## config.mk

```make
export PLATFORM = sky130hd
export DESIGN_NAME = mux_sel_scanner
export DESIGN_NICKNAME = d
export VERILOG_FILES = /design/src/rtl/mux_sel_scanner.sv
export SDC_FILE = /design/constraint.sdc
export NUM_CORES = 1
export LEC_CHECK = 0
export ABC_AREA = 1
export CORE_ASPECT_RATIO = 0.9
export CORE_UTILIZATION = 56
export CTS_BUF_LIST = sky130_fd_sc_hd__clkbuf_8
export DETAILED_ROUTE_END_ITERATION = 10
export PLACE_DENSITY = 0.82
export SKIP_CTS_REPAIR_TIMING = 1
export SYNTH_ARGS = -nofsm -noshare
export SYNTH_HDL_FRONTEND = slang
export SYNTH_SLANG_ARGS = --single-unit
export TNS_END_PERCENT = 5
```

## constraint.sdc

```tcl
create_clock -name clk -period 3.1 [get_ports clk]
set_input_delay 0.93 -clock clk [delete_from_list [all_inputs] [get_ports clk]]
set_output_delay 0.93 -clock clk [all_outputs]
set_load 0.1 [all_outputs]
```

## src/rtl/mux_sel_scanner.sv

```systemverilog
// mux_sel_scanner
//
// Sequencer wrapped around an external 4-to-1 mux. It walks `sel` through the
// enabled channels, waits SETTLE_CYCLES clocks on each one, samples the mux
// output `y_in`, and delivers the assembled 4-bit word with a one-cycle strobe.
// Supports single-shot and continuous scanning.
//
// State table:
//   state     | meaning
//   IDLE      | waiting for start; sel holds its last value
//   SETTLE    | sel driven, counting down to the sample edge of current channel
//   DONE_ZERO | empty channel mask; emit an all-zero word for one cycle
//
// Ports:
//   clk         system clock, rising edge
//   rst_n       asynchronous active-low reset
//   start       begin a scan (honoured only in IDLE)
//   mode        0 = single scan, 1 = continuous (latched on accepted start)
//   stop        request end of continuous scanning (effective while busy)
//   ch_en       channel enable mask, bit i = channel i
//   y_in        mux output
//   sel         mux select, registered
//   busy        high while a scan is in progress
//   data_out    assembled word, 0 in disabled channel positions
//   data_valid  one-cycle pulse, data_out updated in the same cycle
//   scan_count  completed-scan counter, wraps silently

module mux_sel_scanner #(
    parameter int unsigned SETTLE_CYCLES = 2,
    parameter int unsigned CNT_W         = 8
) (
    input  logic             clk,
    input  logic             rst_n,
    input  logic             start,
    input  logic             mode,
    input  logic             stop,
    input  logic [3:0]       ch_en,
    input  logic             y_in,
    output logic [1:0]       sel,
    output logic             busy,
    output logic [3:0]       data_out,
    output logic             data_valid,
    output logic [CNT_W-1:0] scan_count
);

    typedef enum logic [1:0] {
        IDLE      = 2'd0,
        SETTLE    = 2'd1,
        DONE_ZERO = 2'd2
    } state_t;

    // Counter is loaded with SETTLE_CYCLES-1 and the sample happens on the
    // edge where it reads 0, i.e. SETTLE_CYCLES edges after sel changed.
    localparam logic [3:0] RELOAD = 4'(SETTLE_CYCLES - 1);

    state_t           state, state_d;
    logic [1:0]       sel_d;
    logic [3:0]       cnt, cnt_d;
    logic [3:0]       en_q, en_d;
    logic             mode_q, mode_d;
    logic [3:0]       shadow, shadow_d;
    logic             stop_flag, stop_d;
    logic             busy_d;
    logic [3:0]       data_out_d;
    logic             data_valid_d;
    logic [CNT_W-1:0] scan_count_d;

    logic [3:0]       shadow_new;
    logic [2:0]       nxt;

    function automatic logic [1:0] lowest_ch(input logic [3:0] en);
        logic [1:0] r;
        r = 2'd0;
        for (int i = 3; i >= 0; i--) begin
            if (en[i]) r = 2'(i);
        end
        return r;
    endfunction

    // {found, index} of the lowest enabled channel strictly above cur.
    function automatic logic [2:0] next_higher(input logic [3:0] en,
                                               input logic [1:0] cur);
        logic [2:0] r;
        r = 3'b000;
        for (int i = 3; i >= 0; i--) begin
            if (en[i] && (i > int'(cur))) r = {1'b1, 2'(i)};
        end
        return r;
    endfunction

    always_ff @(posedge clk or negedge rst_n) begin
        if (!rst_n) begin
            state      <= IDLE;
            sel        <= 2'd0;
            cnt        <= 4'd0;
            en_q       <= 4'd0;
            mode_q     <= 1'b0;
            shadow     <= 4'd0;
            stop_flag  <= 1'b0;
            busy       <= 1'b0;
            data_out   <= 4'd0;
            data_valid <= 1'b0;
            scan_count <= '0;
        end else begin
            state      <= state_d;
            sel        <= sel_d;
            cnt        <= cnt_d;
            en_q       <= en_d;
            mode_q     <= mode_d;
            shadow     <= shadow_d;
            stop_flag  <= stop_d;
            busy       <= busy_d;
            data_out   <= data_out_d;
            data_valid <= data_valid_d;
            scan_count <= scan_count_d;
        end
    end

    always_comb begin
        state_d      = state;
        sel_d        = sel;
        cnt_d        = cnt;
        en_d         = en_q;
        mode_d       = mode_q;
        shadow_d     = shadow;
        stop_d       = stop_flag;
        busy_d       = busy;
        data_out_d   = data_out;
        data_valid_d = 1'b0;
        scan_count_d = scan_count;
        shadow_new   = shadow;
        nxt          = 3'b000;

        if (busy && stop) stop_d = 1'b1;

        case (state)
            IDLE: begin
                if (start) begin
                    mode_d   = mode;
                    en_d     = ch_en;
                    shadow_d = 4'd0;
                    if (ch_en != 4'd0) begin
                        sel_d   = lowest_ch(ch_en);
                        cnt_d   = RELOAD;
                        busy_d  = 1'b1;
                        state_d = SETTLE;
                    end else begin
                        state_d = DONE_ZERO;
                    end
                end
            end

            SETTLE: begin
                if (cnt != 4'd0) begin
                    cnt_d = cnt - 4'd1;
                end else begin
                    shadow_new[sel] = y_in;
                    shadow_d        = shadow_new;
                    nxt             = next_higher(en_q, sel);
                    if (nxt[2]) begin
                        sel_d = nxt[1:0];
                        cnt_d = RELOAD;
                    end else begin
                        data_out_d   = shadow_new;
                        data_valid_d = 1'b1;
                        scan_count_d = scan_count + CNT_W'(1);
                        // A stop arriving on the final sample edge still ends
                        // the run after this word.
                        if (!mode_q || stop_flag || stop) begin
                            busy_d  = 1'b0;
                            stop_d  = 1'b0;
                            state_d = IDLE;
                        end else begin
                            en_d     = ch_en;
                            shadow_d = 4'd0;
                            if (ch_en != 4'd0) begin
                                sel_d = lowest_ch(ch_en);
                                cnt_d = RELOAD;
                            end else begin
                                state_d = DONE_ZERO;
                            end
                        end
                    end
                end
            end

            DONE_ZERO: begin
                data_out_d   = 4'd0;
                data_valid_d = 1'b1;
                scan_count_d = scan_count + CNT_W'(1);
                busy_d       = 1'b0;
                stop_d       = 1'b0;
                state_d      = IDLE;
            end

            default: begin
                state_d = IDLE;
            end
        endcase
    end

endmodule
```

**Word level (Yosys, flattened, before mapping)**

Cells that the tools add are included.

- $add $sub $neg: 2
- $mul: 0
- Div/mod/pow operators: 0
- Magnitude comparators: 5
- Eq/ne operators: 11
- Shift operators: 0
- Muxes and demuxes: 61
- Bitwise operators: 0
- Reductions and logical operators: 22

Operator list:

| operator | count |
|---|---|
| 4-bit two-way mux | 15 |
| 4-bit case mux with 2 select lines | 4 |
| 2-bit two-way mux | 15 |
| 8-bit two-way mux | 2 |
| 8-bit case mux with 2 select lines | 1 |
| 3-bit two-way mux | 5 |
| 1-bit two-way mux | 12 |
| 2-bit != test, second input constant | 6 |
| 3-bit AND reduction | 3 |
| 8-bit by 1-bit adder with 8-bit output, second input constant | 1 |
| 2-bit case mux with 2 select lines | 2 |
| 4-bit AND reduction | 2 |
| 4-bit nonzero test | 2 |
| 3-bit != test, second input constant | 2 |
| 6-bit AND reduction | 1 |
| 1-bit logical AND | 5 |
| 5-bit AND reduction | 1 |
| 4-bit bitwise mux | 1 |
| 2-bit > comparator, first input constant | 2 |
| 4-bit != test, second input constant | 1 |
| 1-bit case mux with 2 select lines | 2 |
| 2-bit nonzero test | 2 |
| 4-bit by 1-bit subtractor with 4-bit output, second input constant | 1 |
| 2-bit by 3-bit less-than comparator with 1-bit output, second input constant | 1 |
| other kinds (11) | 12 |

- Register bits after elaboration: 32
- Bits in latches: 0
- Bits in writable memories: 0
- Memory bits (read-only): 0
- Input port bits: 10
- Output and inout port bits: 16
- Word-level logic and storage cells: 112
- Memories kept: 0

**Longest topological paths before layout**

Gate-level depths: netlist of run 1.

- Depth after elaboration: 10
- Depth in mapped cells: 11
- Depth with buffers taken out: 11

**Least setup slack after synthesis of run 1**

OpenSTA, ideal clock, no wires.

- Path type: flip-flop to flip-flop
- Start: register sel[0]
- End: register scan_count[6]
- Setup time: 0.120 ns
- Arrival time: 2.044 ns
- Required time: 2.980 ns
- Setup slack: 0.936 ns
- Stages on the path, launching flop included: 12
- Buffers on the path: 2
- Clock period less this slack: 2.164 ns
- Path through: dfrtp_1 > buf_4 > nand2_2 > nand2_2 > nand2_2 > nand2_4 > nand2_4 > nor2_8 > nand2_4 > buf_6 > nand2_1 > nand2_1

- Word-level cells in the longest chain between the ends: 9
- Elaborated cells between the ends (all ways): 13
- Those cells by class: 3 x order compare; 1 x eq/ne; 5 x mux; 4 x reduce/logical

RTL lines:

| what | line | RTL |
|---|---|---|
| start: declaration | 39 | `output logic [1:0] sel,` |
| start signal: assignment | 106 | `sel <= sel_d;` |
| 2-bit > comparator | 86 | `if (en[i] && (i > int'(cur))) r = {1'b1, 2'(i)};` |
| 1-bit logical AND | 86 |  |
| 3-bit two-way mux (2 in series) | 86 |  |
| 3-bit two-way mux * | 86 |  |
| 3-bit two-way mux * | 154 | `if (cnt != 4'd0) begin` |
| 3-bit two-way mux * | 136 | `case (state)` |
| 2-bit != test (no line) * | n/a |  |
| 3-bit AND reduction (no line) * | n/a |  |
| end signal: assignment | 115 | `scan_count <= scan_count_d;` |
| end: declaration | 43 | `output logic [CNT_W-1:0] scan_count` |

Mark *: on every way between the ends. The rest lies on a longest branch, timed or not. The select of a mux whose other input is x is not followed.
A chain may end at the register's enable or synchronous reset.

**Worst setup path after layout of run 1**

- Start: input start
- End: register en_q[3]

- Word-level cells in the longest chain between the ends: 2

RTL lines:

| what | line | RTL |
|---|---|---|
| start: declaration | 34 | `input logic start,` |
| 2-bit != test (no line) | n/a |  |
| 5-bit AND reduction (no line) | n/a |  |
| end signal: assignment | 108 | `en_q <= en_d;` |
| end: declaration | 59 | `logic [3:0] en_q, en_d;` |

Every way passes these cells.

==> flow_metrics.py, run 1 <==
metrics = {
    "clock_network": {
        "tritoncts.num_buffers": 5,
        "clk_latency_ns": 0.28,
        "ctsHtreeMaxLevel": 2,
        "clock-sinks": 31,
        "cts_tree": "yes",
        "clk_pin_slew_ns": 0.06,
        "cts_root_buf": "sky130_fd_sc_hd__clkbuf_8",
        "clockBufferDepth": 2,
    },
    "grt": {
        "grt_max_degree": 32,
        "first_global_vias": 1514,
        "globalRouteOverflowTotal": 0,
        "initial_antenna_violation_count": 0,
        "grt_pass1_wl_mm": 6.589,
        "grt.total_usage": 0.2396,
    },
    "worst_setup_path": {
        "critPathRequiredTime_ns": 3.28,
        "arrival_ns": 2.34,
        "critical_setup_path_class": "input pin to register",
        "worstPathCellList": "clkdlybuf4s50_1, inv_1, nand2_1, o21ai_2, nor2_4, inv_2, nor2_2, inv_2, nand2_1, nand2_1",
        "worst_path_max_fanout": 9,
        "critical_path.slowest_cell": "sky130_fd_sc_hd__clkdlybuf4s50_1",
        "endpoint_kind": "register",
        "critical-path-max-stage-delay_ns": 0.50,
        "critical-path-top-cell-by-count": "sky130_fd_sc_hd__nand2_1",
        "startpoint_type": "input pin",
    },
    "sta": {
        "count_of_endpoints_failing_hold_in_the_final_timing_report": 0,
        "min_period_over_period": 0.6991,
        "finalCriticalPeriod_ns": 2.167,
        "max-slew-margin-rel": 0.6649,
        "fin_worst_hold_slack_ns": 0.4832,
        "fin_setup_tns_ns": 0,
        "slew_viol_final": 0,
        "worst_slew_pin_slew_ns": 0.5026,
        "unrepaired_setup_endpoints_after_global_routing": "no",
        "setup_viol": 0,
        "clock_skew_ns": 0.004190,
        "fmax_ghz": 0.4614,
    },
    "detailed_routing": {
        "vias_per_cell": 5.103,
        "vias": 1587,
        "ant_nets": 0,
        "met3_wirelength_um": 186,
        "detailedRoute.firstPassIterationCount": 4,
        "met1_wire_length_mm": 1.706,
        "routed_wirelength_mm": 3.543,
        "top_layer_used": "met4",
        "routed_wire_length_per_instance_um": 11.39,
        "routed-wl-met2_mm": 1.621,
        "drc": 0,
        "drt_first_iter_violations": 85,
    },
    "place": {
        "globalplace.congestion": 0.7797,
        "buffer_ports.inserted": 25,
        "dp_hpwl_mm": 2.574,
    },
    "yosys": {
        "number_of_standard_cells_after_synthesis": 238,
        "ys_ff_latch": 31,
        "yosysWarningCount": 0,
        "ys_top_cells_by_count": "sky130_fd_sc_hd__nand2_1, sky130_fd_sc_hd__dfrtp_1, sky130_fd_sc_hd__nand3_1",
        "yosys.area_share.adder": 0.03399,
        "yosys.area_share.simple": 0.3671,
        "synth_cell_types": 29,
        "synth.yosys.seq_area_share": 0.4215,
        "synth_compound_area_frac": 0.08158,
        "synth_mux_area_frac": 0,
        "yosysTopAreaCellShare": 0.4215,
        "ys_async_sr_fraction": 1.000,
        "main_combinational_cell_family_by_area_after_synthesis": "simple AND/OR/NAND/NOR gates",
        "mean_post_synth_cell_area_sq_um": 7.733,
        "synth_xor_xnor_area_share": 0.02855,
        "mappedNetlistNets": 253,
        "area_leader_netlist": "sky130_fd_sc_hd__dfrtp_1",
        "synth-main-ff-cell": "sky130_fd_sc_hd__dfrtp_1",
        "ys_top_cells_by_area": "sky130_fd_sc_hd__dfrtp_1, sky130_fd_sc_hd__nand2_1, sky130_fd_sc_hd__nand3_1",
        "post_synth_instance_area_sq_um": 1841,
        "synth_edf_count": 0,
        "synth_most_common_cell": "sky130_fd_sc_hd__nand2_1",
    },
    "finish": {
        "area.sequential_sq_um": 775.7,
        "fin_nets": 283,
        "multi_input_area_sq_um": 940.9,
        "areaGrowthSynthToFinish_pct": 19.65,
        "antenna_cells": 0,
        "nFillCells": 267,
        "drive_gt1_frac": 0.1747,
    },
    "status": {
        "outcome": "finished clean",
    },
    "die": {
        "num_rows": 19,
        "io-pin-count": 26,
        "core_area_sq_um": 3090,
        "initial_utilization": 0.5955,
        "die_w_um": 62.43,
        "design.die.area_sq_um": 3520,
        "dieHeight_um": 56.39,
    },
    "job": {
        "maxCapViolations": 0,
    },
    "hold_path": {
        "hold_class": "register to register",
    },
}
## cell usage in the layout, fill, tap and decap left out, types with 5 or more instances in the layout
master                            count
sky130_fd_sc_hd__clkdlybuf4s50_1      9
sky130_fd_sc_hd__dfrtp_1             31
sky130_fd_sc_hd__nand4_1              7
sky130_fd_sc_hd__nand2_1             78
sky130_fd_sc_hd__a21oi_1              5
sky130_fd_sc_hd__nand2_2              5
sky130_fd_sc_hd__clkbuf_8             6
sky130_fd_sc_hd__nor2_1              15
sky130_fd_sc_hd__inv_1               22
sky130_fd_sc_hd__o21ai_0              8
sky130_fd_sc_hd__ha_1                 5
sky130_fd_sc_hd__nand3_1             25
sky130_fd_sc_hd__buf_4               17
## worst max-delay path, delay by kind of cell
kind / cells / cell delay (ns)
buf+inv: 4 / 0.71
simple gates: 5 / 0.62
compound gates: 1 / 0.08
## state kept, by name (all words and copies together), names as in the netlist, 2 cells and up
name,count
scan_count,8
cnt,4
data_out,4
shadow,4
en_q,3
sel,2
state,2
## stage by stage
step,setup WS [ns],utilization,cell area (sq um),cells
finish,0.9326,0.7126,2202,311
global route,0.7969,0.7126,2202,311
CTS,0.9328,0.7126,2202,311
detailed placement,0.6540,0.6745,2085,303
global placement,0.7048,0.6745,2085,303
floorplan,0.9357,-,1841,238
## final cells by class
class,count,area share
Sequential cell,31,0.3523
Clock buffer,6,0.03750
Inverter,26,0.04432
Clock inverter,2,0.01591
Multi-Input combinational cell,178,0.4273
Timing Repair Buffer,26,0.09886
Tap cell,42,0.02386
## path summary, 6_finish.rpt
| path | start | end | slack, ns | depth (start not counted) |
|---|---|---|---|---|
| worst max-delay path | start | en_q[3] | 0.93 | 10 |
| worst min-delay path | data_out[2] | data_out[2] | 0.48 | 2 |
| worst max register to register | state[1] | en_q[3] | 1.19 | 9 |
| worst min register to register | data_out[2] | data_out[2] | 0.48 | 2 |
| max in group asynchronous | rst_n | mode_q | 1.78 | 2 |
| min in group asynchronous | rst_n | data_out[1] | 1.04 | 2 |
## layer usage
layer,GRT usage,vias to the layer above
met2,0.3789,43
met1,0.3088,714
met4,0.07973,0
li1,-,826
met5,0,-
met3,0.07927,4
## kinds of logic (layout without fill, tap and decap cells)
| logic type | Yosys count | count (layout) |
|---|---|---|
| buf+inv | 29 | 60 |
| flops | 31 | 31 |
| fa+ha+maj | 5 | 5 |
| xor+xnor | 6 | 6 |
| simple gates | 143 | 143 |
| compound gates | 24 | 24 |
Power of run 1 is not shown: default switching activity piles up to over one toggle a cycle in this logic, so the estimate is an artifact.
==> inputs of run 2 (changes only) <==
- clock period: 3.1 -> 2 ns (I/O delays scaled with it)
==> run 2 against run 1 <==
  * Clock skew up 0.0050 ns
  * First-iteration DRC count grew 22%
  * Critical path depth fell by 1
  * Sequential share of layout area decreased by 3.5 points
  * Critical endpoint is now data_out[0]
  * Register-to-register slack worse by 0.96 ns
==> flow_metrics.py, run 2 (synthesized netlist as in run 1, its figures left out) <==
metrics = {
    "status": {
        "outcome": "finished clean",
    },
    "place": {
        "placement.setup.worst_slack_ns": 0.01544,
        "buffer_ports.inserted": 25,
        "globalplace.congestion": 0.8881,
        "dp_hpwl_mm": 3.007,
    },
    "clock_network": {
        "clockBufferDepth": 2,
        "ctsHtreeMaxLevel": 2,
        "cts_root_buf": "sky130_fd_sc_hd__clkbuf_8",
        "clk_latency_ns": 0.29,
        "cts_tree": "yes",
        "clock-sinks": 31,
        "tritoncts.num_buffers": 5,
        "clk_pin_slew_ns": 0.07,
    },
    "die": {
        "initial_utilization": 0.5955,
        "dieHeight_um": 56.39,
        "die_w_um": 62.43,
        "core_area_sq_um": 3090,
        "num_rows": 19,
        "io-pin-count": 26,
        "design.die.area_sq_um": 3520,
    },
    "detailed_routing": {
        "drt_first_iter_violations": 104,
        "drc": 0,
        "vias_per_cell": 5.297,
        "ant_nets": 0,
        "routed_wirelength_mm": 4.186,
        "detailedRoute.firstPassIterationCount": 4,
        "routed_wire_length_per_instance_um": 13.21,
        "vias": 1679,
    },
    "worst_setup_path": {
        "r2r_end": "data_out[0]",
        "critPathRequiredTime_ns": 2.17,
        "arrival_ns": 1.95,
        "critical-path-top-cell-by-count": "sky130_fd_sc_hd__nand2_4",
        "endpoint_kind": "register",
        "critical-path-max-stage-delay_ns": 0.38,
        "worstPathCellList": "inv_1, ha_1, buf_4, nand2_4, nand2_4, nor2_8, nand2_4, nand2_1, o21ai_0",
        "r2r_setup_slack_ns": 0.23,
        "cp-endpoint": "data_out[0]",
        "critical_path.reg2reg.startpoint": "state[1]",
        "startpoint_type": "register",
        "critical_setup_path_class": "register to register",
        "worst_path_max_fanout": 17,
        "worstRegToRegCells": 9,
        "origin_of_the_worst_setup_path": "state[1]",
        "critical_path.slowest_cell": "sky130_fd_sc_hd__dfrtp_1",
    },
    "sta": {
        "fin_worst_hold_slack_ns": 0.4813,
        "fmax_ghz": 0.5643,
        "max-slew-margin-rel": 0.7372,
        "count_of_endpoints_failing_hold_in_the_final_timing_report": 0,
        "clock_skew_ns": 0.009231,
        "worst_slew_pin_slew_ns": 0.3943,
        "unrepaired_setup_endpoints_after_global_routing": "no",
        "slew_viol_final": 0,
        "finalCriticalPeriod_ns": 1.772,
        "setup_viol": 0,
        "min_period_over_period": 0.8861,
        "fin_ws_ns": 0.2278,
        "fin_setup_tns_ns": 0,
    },
    "finish": {
        "areaGrowthSynthToFinish_pct": 33.11,
        "max_flop_register": "scan_count",
        "antenna_cells": 0,
        "layout.cells.most_common": "sky130_fd_sc_hd__nand2_1",
        "multi_input_area_sq_um": 940.9,
        "fin_nets": 289,
        "drive_gt1_frac": 0.2000,
        "area.sequential_sq_um": 778.2,
        "nFillCells": 213,
        "largest_register_ff_count": 8,
        "layout_common_cells": "sky130_fd_sc_hd__nand2_1, sky130_fd_sc_hd__dfrtp_1, sky130_fd_sc_hd__nand3_1",
    },
    "hold_path": {
        "hold_class": "register to register",
    },
    "job": {
        "maxCapViolations": 0,
    },
    "grt": {
        "grt.total_usage": 0.2701,
        "grt_max_degree": 32,
        "initial_antenna_violation_count": 0,
        "grt_pass1_wl_mm": 7.376,
        "globalRouteOverflowTotal": 0,
        "first_global_vias": 1730,
    },
}
-- run 2: cell types whose count changed in the layout (fill, tap and decap cells not counted), sizes merged --
cell,previous run,this run
buf,17,23
-- run 2: how the worst min path moves through the flow --
stage                     startpoint         to  slack (ns)  cells past startpoint
after floorplan                rst_n       busy        0.30                      0
after global placement        cnt[0]     cnt[0]        0.46                      2
after detailed placement   shadow[2]  shadow[2]        0.46                      2
after CTS                  shadow[2]  shadow[2]        0.48                      2
after global routing       shadow[2]  shadow[2]        0.51                      2
final                      shadow[2]  shadow[2]        0.48                      2
-- run 2: cell type report --
class                   instances  share of cell area
multi-input cells             178              0.3841
flip-flops and latches         31              0.3177
repair buffers                 32              0.1890
inverters                      26             0.03984
clock buffers                   6             0.03371
well taps                      42             0.02145
clock inverters                 2             0.01430
-- run 2: worst max-delay path: cells and delay by family, from the launching register on --
family                   cells  cell delay, ns
AO/OA/AOI/OAI                1            0.08
flip-flops                   1            0.38
buffers and inverters        2            0.28
AND/OR/NAND/NOR              5            0.60
adder cells (fa/ha/maj)      1            0.31
-- run 2: routing by layer --
layer / GRT usage / routed length (um)
met1: 0.3156 / 1801
met2: 0.4658 / 2123
met3: 0.07114 / 196
met4: 0.1196 / 64
met5: 0 / 0
-- run 2: metrics by stage --
step / util / std cells / cell area, sq um
floorplan: - / 238 / 1843
global placement: 0.7547 / 309 / 2332
detailed placement: 0.7547 / 309 / 2332
CTS: 0.7927 / 317 / 2450
global route: 0.7927 / 317 / 2450
finish: 0.7927 / 317 / 2450
Power of run 2 is left out for the same reason.
